## src/rtl/riscv_timer_pkg.sv

```systemverilog
// Shared definitions for the memory-mapped machine timer: register word
// indices, CTRL bit positions, the CTRL struct and a byte-masked write helper.
package riscv_timer_pkg;

    localparam logic [2:0] TMR_MTIME_LO    = 3'd0;
    localparam logic [2:0] TMR_MTIME_HI    = 3'd1;
    localparam logic [2:0] TMR_MTIMECMP_LO = 3'd2;
    localparam logic [2:0] TMR_MTIMECMP_HI = 3'd3;
    localparam logic [2:0] TMR_CTRL        = 3'd4;

    localparam int CTRL_EN        = 0;
    localparam int CTRL_RELOAD    = 1;
    localparam int CTRL_PRESC_LSB = 8;
    localparam int CTRL_PRESC_MSB = 15;

    typedef struct packed {
        logic [7:0] presc;
        logic       reload;
        logic       en;
    } ctrl_t;

    // Each mask bit selects whether a byte comes from the new data or keeps its old value.
    function automatic logic [31:0] mask_write(input logic [31:0] old,
                                               input logic [31:0] wdata,
                                               input logic [3:0]  mask);
        logic [31:0] res;
        res = old;
        for (int k = 0; k < 4; k++)
            if (mask[k]) res[8*k +: 8] = wdata[8*k +: 8];
        return res;
    endfunction

endpackage

```

## src/rtl/timer_prescaler.sv

```systemverilog
// Tick generator for the machine timer: counts 0..presc while enabled and
// produces a one-cycle tick on the terminal count.
module timer_prescaler (
    input  logic       clk,
    input  logic       rst,
    input  logic       en,
    input  logic       clr,
    input  logic [7:0] presc,
    output logic       tick
);
    logic [7:0] cnt;

    assign tick = en & (cnt == presc);

    always_ff @(posedge clk or posedge rst) begin
        if (rst)
            cnt <= 8'd0;
        else if (clr)
            cnt <= 8'd0;
        else if (en)
            cnt <= (cnt == presc) ? 8'd0 : cnt + 8'd1;
    end
endmodule

```

## src/rtl/riscv_timer_intr.sv

```systemverilog
// Memory-mapped 64-bit mtime/mtimecmp timer raising the core's timer interrupt.
// Optional prescaler in CTRL[15:8] is built only when TIMER_PRESCALER_EN is defined.
module riscv_timer_intr
    import riscv_timer_pkg::*;
#(
    parameter int DW    = 32,
    parameter int ADDRW = 12
) (
    input  logic             clk_i,
    input  logic             rst_i,
    input  logic             sel_i,
    input  logic             we_i,
    input  logic [ADDRW-1:0] addr_i,
    input  logic [DW-1:0]    wdata_i,
    input  logic [3:0]       mask_i,
    output logic [DW-1:0]    rdata_o,
    output logic             t_intr_o
);
    ctrl_t       ctrl;
    logic [63:0] mtime;
    logic [63:0] mtimecmp;
    logic [2:0]  widx;
    logic        wr;
    logic        ctrl_wr;
    logic        tick;
    logic        hit;
    logic [31:0] ctrl_word;
    logic [31:0] ctrl_new;
    logic        unused_bits;

    assign widx      = addr_i[4:2];
    assign wr        = sel_i & we_i;
    assign ctrl_wr   = wr & (widx == TMR_CTRL);
    assign ctrl_word = {16'h0, ctrl.presc, 6'h0, ctrl.reload, ctrl.en};
    assign ctrl_new  = mask_write(ctrl_word, wdata_i, mask_i);
    assign hit       = ctrl.en & (mtime >= mtimecmp);

    assign unused_bits = ^{addr_i[ADDRW-1:5], addr_i[1:0], ctrl_new[31:16], ctrl_new[7:2]};

`ifdef TIMER_PRESCALER_EN
    timer_prescaler u_presc (
        .clk   (clk_i),
        .rst   (rst_i),
        .en    (ctrl.en),
        .clr   (ctrl_wr),
        .presc (ctrl.presc),
        .tick  (tick)
    );
`else
    assign tick = ctrl.en;
`endif

    always_ff @(posedge clk_i or posedge rst_i) begin
        if (rst_i) begin
            mtime    <= 64'h0;
            mtimecmp <= 64'hFFFF_FFFF_FFFF_FFFF;
            ctrl     <= '0;
            t_intr_o <= 1'b0;
        end else begin
            // Bus writes to either mtime half beat reload and increment; the other half holds.
            if (wr && widx == TMR_MTIME_LO)
                mtime[31:0] <= mask_write(mtime[31:0], wdata_i, mask_i);
            else if (wr && widx == TMR_MTIME_HI)
                mtime[63:32] <= mask_write(mtime[63:32], wdata_i, mask_i);
            else if (ctrl.reload && hit)
                mtime <= 64'h0;
            else if (tick)
                mtime <= mtime + 64'd1;

            if (wr && widx == TMR_MTIMECMP_LO)
                mtimecmp[31:0] <= mask_write(mtimecmp[31:0], wdata_i, mask_i);
            if (wr && widx == TMR_MTIMECMP_HI)
                mtimecmp[63:32] <= mask_write(mtimecmp[63:32], wdata_i, mask_i);

            if (ctrl_wr) begin
                ctrl.en     <= ctrl_new[CTRL_EN];
                ctrl.reload <= ctrl_new[CTRL_RELOAD];
`ifdef TIMER_PRESCALER_EN
                ctrl.presc  <= ctrl_new[CTRL_PRESC_MSB:CTRL_PRESC_LSB];
`else
                ctrl.presc  <= 8'h0;
`endif
            end

            // Reload zeroes mtime after a hit, so the same registered level is a single pulse there.
            t_intr_o <= hit;
        end
    end

    always_comb begin
        rdata_o = '0;
        if (sel_i) begin
            case (widx)
                TMR_MTIME_LO:    rdata_o = mtime[31:0];
                TMR_MTIME_HI:    rdata_o = mtime[63:32];
                TMR_MTIMECMP_LO: rdata_o = mtimecmp[31:0];
                TMR_MTIMECMP_HI: rdata_o = mtimecmp[63:32];
                TMR_CTRL:        rdata_o = ctrl_word;
                default:         rdata_o = '0;
            endcase
        end
    end
endmodule

```

## config.mk

```make
export PLATFORM = sky130hd
export DESIGN_NAME = riscv_timer_intr
export DESIGN_NICKNAME = d
export VERILOG_FILES = /design/src/rtl/riscv_timer_pkg.sv /design/src/rtl/timer_prescaler.sv /design/src/rtl/riscv_timer_intr.sv
export SDC_FILE = /design/constraint.sdc
export NUM_CORES = 1
export LEC_CHECK = 0
export ABC_AREA = 1
export CAP_MARGIN = 20
export CORE_AREA = 2 2 146 148
export DETAILED_ROUTE_END_ITERATION = 7
export DIE_AREA = 0 0 148 150
export PLACE_DENSITY_LB_ADDON = 0.05
export SETUP_SLACK_MARGIN = 0.1
export SYNTH_ARGS = -nofsm -noshare
export SYNTH_HDL_FRONTEND = slang
export SYNTH_HIERARCHICAL = 1
export SYNTH_SLANG_ARGS = --single-unit
```

## constraint.sdc

```tcl
create_clock -name clk_i -period 6.3 [get_ports clk_i]
set_clock_uncertainty 0.05 [all_clocks]
set_input_delay 0.63 -clock clk_i [delete_from_list [all_inputs] [get_ports clk_i]]
set_output_delay 0.63 -clock clk_i [all_outputs]
set_load 0.005 [all_outputs]
```

==> results of run 1 <==
-- where the power goes --
| part | internal (mW) | switching (mW) | total, mW | leakage (nW) |
|---|---|---|---|---|
| clock | 0.601 | 0.423 | 1.02 | 0.289 |
| combinational | 0.775 | 1.21 | 1.99 | 4.00 |
| sequential | 1.17 | 0.471 | 1.64 | 1.46 |
| total | 2.54 | 2.10 | 4.65 | 5.75 |
-- routing by layer --
| metal | up-vias | global-route usage | part of all wire |
|---|---|---|---|
| met4 | 0 | 0.112 | 0.026 |
| met1 | 4839 | 0.468 | 0.44 |
| met5 | - | 0 | 0 |
| li1 | 4968 | - | - |
| met3 | 62 | 0.0625 | 0.085 |
| met2 | 404 | 0.516 | 0.45 |
-- cell families after synthesis --
logic type / after synthesis / share of synthesized area
AO/OA/AOI/OAI: 270 / 0.153
flip-flops: 131 / 0.330
buffers and inverters: 258 / 0.0963
XOR/XNOR: 59 / 0.0507
AND/OR/NAND/NOR: 714 / 0.291
adder cells (fa/ha/maj): 65 / 0.0799
-- cell usage in the layout (no fill, tap or decap), types with 3 or more instances in the layout --
master / Yosys / final
dfstp_2: 64 / 64
nand2_1: 435 / 435
nand3_1: 43 / 42
a221oi_1: 31 / 31
o21ai_2: 4 / 4
buf_4: 0 / 6
nor4_1: 3 / 3
a21oi_1: 118 / 118
nor2_1: 152 / 152
ha_1: 65 / 65
xnor2_1: 6 / 6
nor3_2: 4 / 3
clkbuf_16: 0 / 18
nor2_2: 5 / 5
inv_4: 1 / 3
inv_2: 7 / 7
o22ai_1: 30 / 30
dfrtp_1: 67 / 67
clkbuf_8: 0 / 3
o21ai_0: 73 / 73
nor3_1: 35 / 35
xor2_1: 53 / 53
inv_1: 204 / 203
o21ai_1: 3 / 3
clkdlybuf4s50_1: 0 / 75
nand4_1: 29 / 29
-- cell type report --
cell class | count | share of cell area
clock buffers | 22 | 0.0422
clock inverters | 10 | 0.00820
inverters | 212 | 0.0682
multi-input cells | 1108 | 0.499
flip-flops and latches | 131 | 0.286
well taps | 275 | 0.0293
repair buffers | 81 | 0.0677
-- state kept, by name (all words and copies together), names as in the netlist --
signal / cells
ctrl: 1
mtime: 64
mtimecmp: 64
t_intr_o: 1
tick: 1
-- per-stage QoR --
stage / cell area, µm² / setup slack [ns]
detailed placement: 11200 / 1.93
global placement: 11200 / 1.95
global route: 11700 / 1.77
floorplan: 10200 / 2.23
finish: 11700 / 1.88
CTS: 11700 / 1.93
-- critical path: cells and delay by family --
family | cells | cell delay [ns]
AOI/OAI and AO/OA | 2 | 0.42
buffers and inverters | 3 | 1.64
and+or+nand+nor | 2 | 1.04
-- worst min-delay path by stage --
| stage | end | slack (ns) | depth (start not counted) |
|---|---|---|---|
| finish | mtimecmp[27]$_DFFE_PP1P_ | 0.44 | 2 |
| global route | mtimecmp[20]$_DFFE_PP1P_ | 0.47 | 2 |
| CTS | mtimecmp[27]$_DFFE_PP1P_ | 0.44 | 2 |
| detailed placement | mtimecmp[27]$_DFFE_PP1P_ | 0.43 | 2 |
| global placement | mtimecmp[32]$_DFFE_PP1P_ | 0.43 | 2 |
| floorplan | mtimecmp[16]$_DFFE_PP1P_ | 0.42 | 2 |
==> metrics.yaml, run 1 <==
clock_tree:
  htreeDepth: 4
  cts-root-buf: "clkbuf_16"
  postCtsSetupBuffers: 0
  path_clk_slew_ns: 0.06
  cts_tree: "yes"
  post_cts_resized: 0
  cts_max_path_buffers: 2
  clk_latency_ns: 0.44
  cts.sinks: 131
  hold_buffers: 0
  numCtsBuffers: 17
global_routing:
  grt.overflow.total: 0
  grt_pass1_wl_um: 55800
  grt_max_degree: 69
  grt_pass1_vias: 9718
  grt_usage: 0.333
  antenna_found_initial: 0
place:
  portBuffers: 75
  place_inst: 1807
  place.gp.congestion: 1.04
  hpwl_um: 26600
cells_and_area:
  drive_gt1_frac: 0.0838
  ff_latch_area_um2: 3360
  antenna_cells: 0
  final_core_util: 0.568
  area_growth_syn_to_layout_pct: 15.3
  fillers: 2089
  multi_input_area_um2: 5860
  nets: 1668
  instances_no_fill: 1839
detailed_routing:
  drt-total-wl_um: 36000
  ant_nets: 0
  via_per_inst: 5.59
  vias: 10273
  first_pass_iters: 5
  drcViolationCount: 0
  first_iter_violations: 842
  wl_per_cell_um: 19.6
critical_path:
  crit_type: "in -> out"
  path_max_fanout: 25
  slowest_delay_ns: 0.91
  cp.arrival_ns: 3.74
  startpoint_type: "input port"
  critPathSlowestCell: "nor3_2"
  r2r_end: "mtime[31]$_DFFE_PP0P_"
  crit_start: "addr_i[4]"
  endpoint: "rdata_o[8]"
  reg2reg_slack_ns: 3.14
  ff2ff_path_depth: 14
  cp_common_cell: "clkdlybuf4s50_1"
  crit_required_ns: 5.62
  timing.rr.start: "mtimecmp[63]$_DFFE_PP1P_"
  critPathCaptureType: "output pin"
  path_cells: "clkdlybuf4s50_1, nor3_2, inv_2, o22ai_1, a221oi_1, nor2_1, clkdlybuf4s50_1"
min_path:
  hold_class: "reg -> reg"
  min-delay-start: "mtimecmp[27]$_DFFE_PP1P_"
floorplanning:
  die_height_um: 150
  ios: 85
  start_util: 0.492
  die_w_um: 148
  row_count: 53
  die_area_um2: 22200
  design.core.area_um2: 20700
sta:
  finalSetupViolCount: 0
  slew_violations: 0
  fin_crit_sh: 0.702
  hold_viol_final: 0
  max_freq_ghz: 0.226
  rsz0062_at_grt: "no"
  tns_ns: 0
  worst_slew_pin_slew_ns: 1.10
  period_needed_ns: 4.42
  relSlewSlack: 0.259
  whs_ns: 0.440
logic_synthesis:
  synth_area_per_cell_um2: 6.80
  synth_area_leaders: "dfstp_2 17%, dfrtp_1 16%, nand2_1 16%, ha_1 8.0%, inv_1 7.5%"
  synth_ff_type: "dfrtp_1"
  yosysUniqueCellTypes: 38
  synth_largest_area_cell: "dfstp_2"
  ys_warn_count: 6
  synth_common_cells: "435 x nand2_1, 204 x inv_1, 152 x nor2_1"
  synth_nets: 1614
  yosys.area.top_type_share: 0.165
  ys_seq_area_frac: 0.330
  async_reset_ff_frac: 1.00
  syn-cell-area_um2: 10200
  post-synth-top-count-cell: "nand2_1"
  synth-edff-count: 0
  ys_ff_latch: 131
  synthCells: 1497
power:
  power.leakage_nw: 5.75
  ir_worst_vdd_mv: 0.204
  power_density_nw_per_um2: 396
  power.total_mw: 4.65
status:
  outcome: "finished clean"
job:
  max-cap-violations: 0
Power figures use the tool's default switching activity.
==> run 2, diff against run 1 <==
==> constraint.sdc (replaced) <==
create_clock -name clk_i -period 3.6 [get_ports clk_i]
set_clock_uncertainty 0.05 [all_clocks]
set_input_delay 0.36 -clock clk_i [delete_from_list [all_inputs] [get_ports clk_i]]
set_output_delay 0.36 -clock clk_i [all_outputs]
set_load 0.005 [all_outputs]
==> metrics.yaml, run 2 (synthesized netlist as in run 1, its figures left out) <==
global_routing:
  grt.overflow.total: 0
  grt_usage: 0.330
  grt_pass1_wl_um: 55500
  grt_max_degree: 132
  antenna_found_initial: 0
  grt_pass1_vias: 9584
sta:
  max_freq_ghz: 0.319
  period_needed_ns: 3.14
  hold_viol_final: 0
  whs_ns: 0.438
  fin_crit_sh: 0.871
  layout_setup_ws_ns: 0.463
  worst_slew_pin_slew_ns: 0.965
  rsz0062_at_grt: "no"
  relSlewSlack: 0.352
  finalSetupViolCount: 0
  tns_ns: 0
  slew_violations: 0
critical_path:
  critPathSlowestCell: "clkdlybuf4s50_1"
  crit_type: "in -> out"
  cp_common_cell: "clkdlybuf4s50_1"
  path_cells: "clkdlybuf4s50_1, nor3_2, inv_2, buf_4, o22ai_1, a221oi_1, nor2_1, clkdlybuf4s50_1"
  timing.rr.start: "mtimecmp[59]$_DFFE_PP1P_"
  path_max_fanout: 17
  critPathCaptureType: "output pin"
  slowest_delay_ns: 0.71
  crit_required_ns: 3.19
  cp.arrival_ns: 2.73
  crit_start: "addr_i[4]"
  cp_num_buf_inv: 4
  cp_top_family: "buffers and inverters"
  startpoint_type: "input port"
detailed_routing:
  vias: 10337
  first_pass_iters: 6
  drt-total-wl_um: 36100
  ant_nets: 0
  first_iter_violations: 871
  drcViolationCount: 0
  via_per_inst: 5.57
  wl_per_cell_um: 19.4
floorplanning:
  design.core.area_um2: 20700
  die_w_um: 148
  die_area_um2: 22200
  die_height_um: 150
  start_util: 0.492
  row_count: 53
  ios: 85
cells_and_area:
  antenna_cells: 0
  nets: 1687
  final_cell_mix: "435 x nand2_1, 203 x inv_1, 152 x nor2_1"
  fin_area_um2: 11900
  final_common_cell: "nand2_1"
  reg_top3: "mtime (64), mtimecmp (64)"
  drive_gt1_frac: 0.0942
  instances_no_fill: 1857
  final_core_util: 0.577
  area_growth_syn_to_layout_pct: 17.1
clock_tree:
  cts-root-buf: "clkbuf_16"
  postCtsSetupBuffers: 0
  cts.sinks: 131
  cts_tree: "yes"
  hold_buffers: 0
  cts_max_path_buffers: 2
  post_cts_resized: 0
  path_clk_slew_ns: 0.06
  numCtsBuffers: 17
  htreeDepth: 4
  clk_latency_ns: 0.43
min_path:
  min-delay-start: "mtimecmp[47]$_DFFE_PP1P_"
  hold_class: "reg -> reg"
power:
  p_comb_frac: 0.436
  power_density_nw_per_um2: 699
  power_switching_mw: 3.74
  p_int_mw: 4.60
  seqPwrFrac: 0.340
  power.leakage_nw: 5.86
  clkPwrFrac: 0.224
  ir_worst_vdd_mv: 0.313
  power.total_mw: 8.34
  switching_share: 0.448
job:
  max-cap-violations: 0
place:
  portBuffers: 75
  place_inst: 1826
  dp_slack_ns: 0.452
  place.gp.congestion: 1.05
  postPlaceCellArea_um2: 11300
  hpwl_um: 27100
status:
  outcome: "finished clean"
## run 2: per-layer routing
metal,part of all wire,global-route usage
met1,0.45,0.479
met2,0.44,0.491
met3,0.081,0.0634
met4,0.031,0.110
met5,0,0
## run 2: worst paths after layout
check	to	slack (ns)	cells after the start
max	rdata_o[29]	0.46	8
min in group asynchronous	mtime[14]$_DFFE_PP0P_	0.47	3
max reg2reg	mtime[54]$_DFFE_PP0P_	0.49	13
max in group asynchronous	mtime[52]$_DFFE_PP0P_	2.53	3
min reg2reg	mtimecmp[47]$_DFFE_PP1P_	0.44	2
min	mtimecmp[47]$_DFFE_PP1P_	0.44	2
## run 2: final cells by class
class / count / area, µm²
Multi-Input combinational cell: 1108 / 5860
Clock inverter: 10 / 115
Fill cell: 2058 / 8760
Sequential cell: 131 / 3360
Clock buffer: 21 / 504
Tap cell: 275 / 344
Timing Repair Buffer: 100 / 951
Inverter: 212 / 802
## run 2: worst min-delay path: cells and delay by family, from the launching register on
family	cells	cell delay (ns)
flip-flops	1	0.37
AND/OR/NAND/NOR	1	0.05
AO/OA/AOI/OAI	1	0.07
## run 2: power by group through the flow
stage / Sequential (mW) / Clock, mW / Combinational (mW)
4_1_cts: 2.80 / 1.89 / 3.60
3_5_place_dp: 2.82 / 0 / 3.57
2_1_floorplan: 2.55 / 0 / 2.55
6_report: 2.83 / 1.87 / 3.64
5_1_grt: 2.89 / 1.95 / 4.16
3_3_place_gp: 2.81 / 0 / 3.49
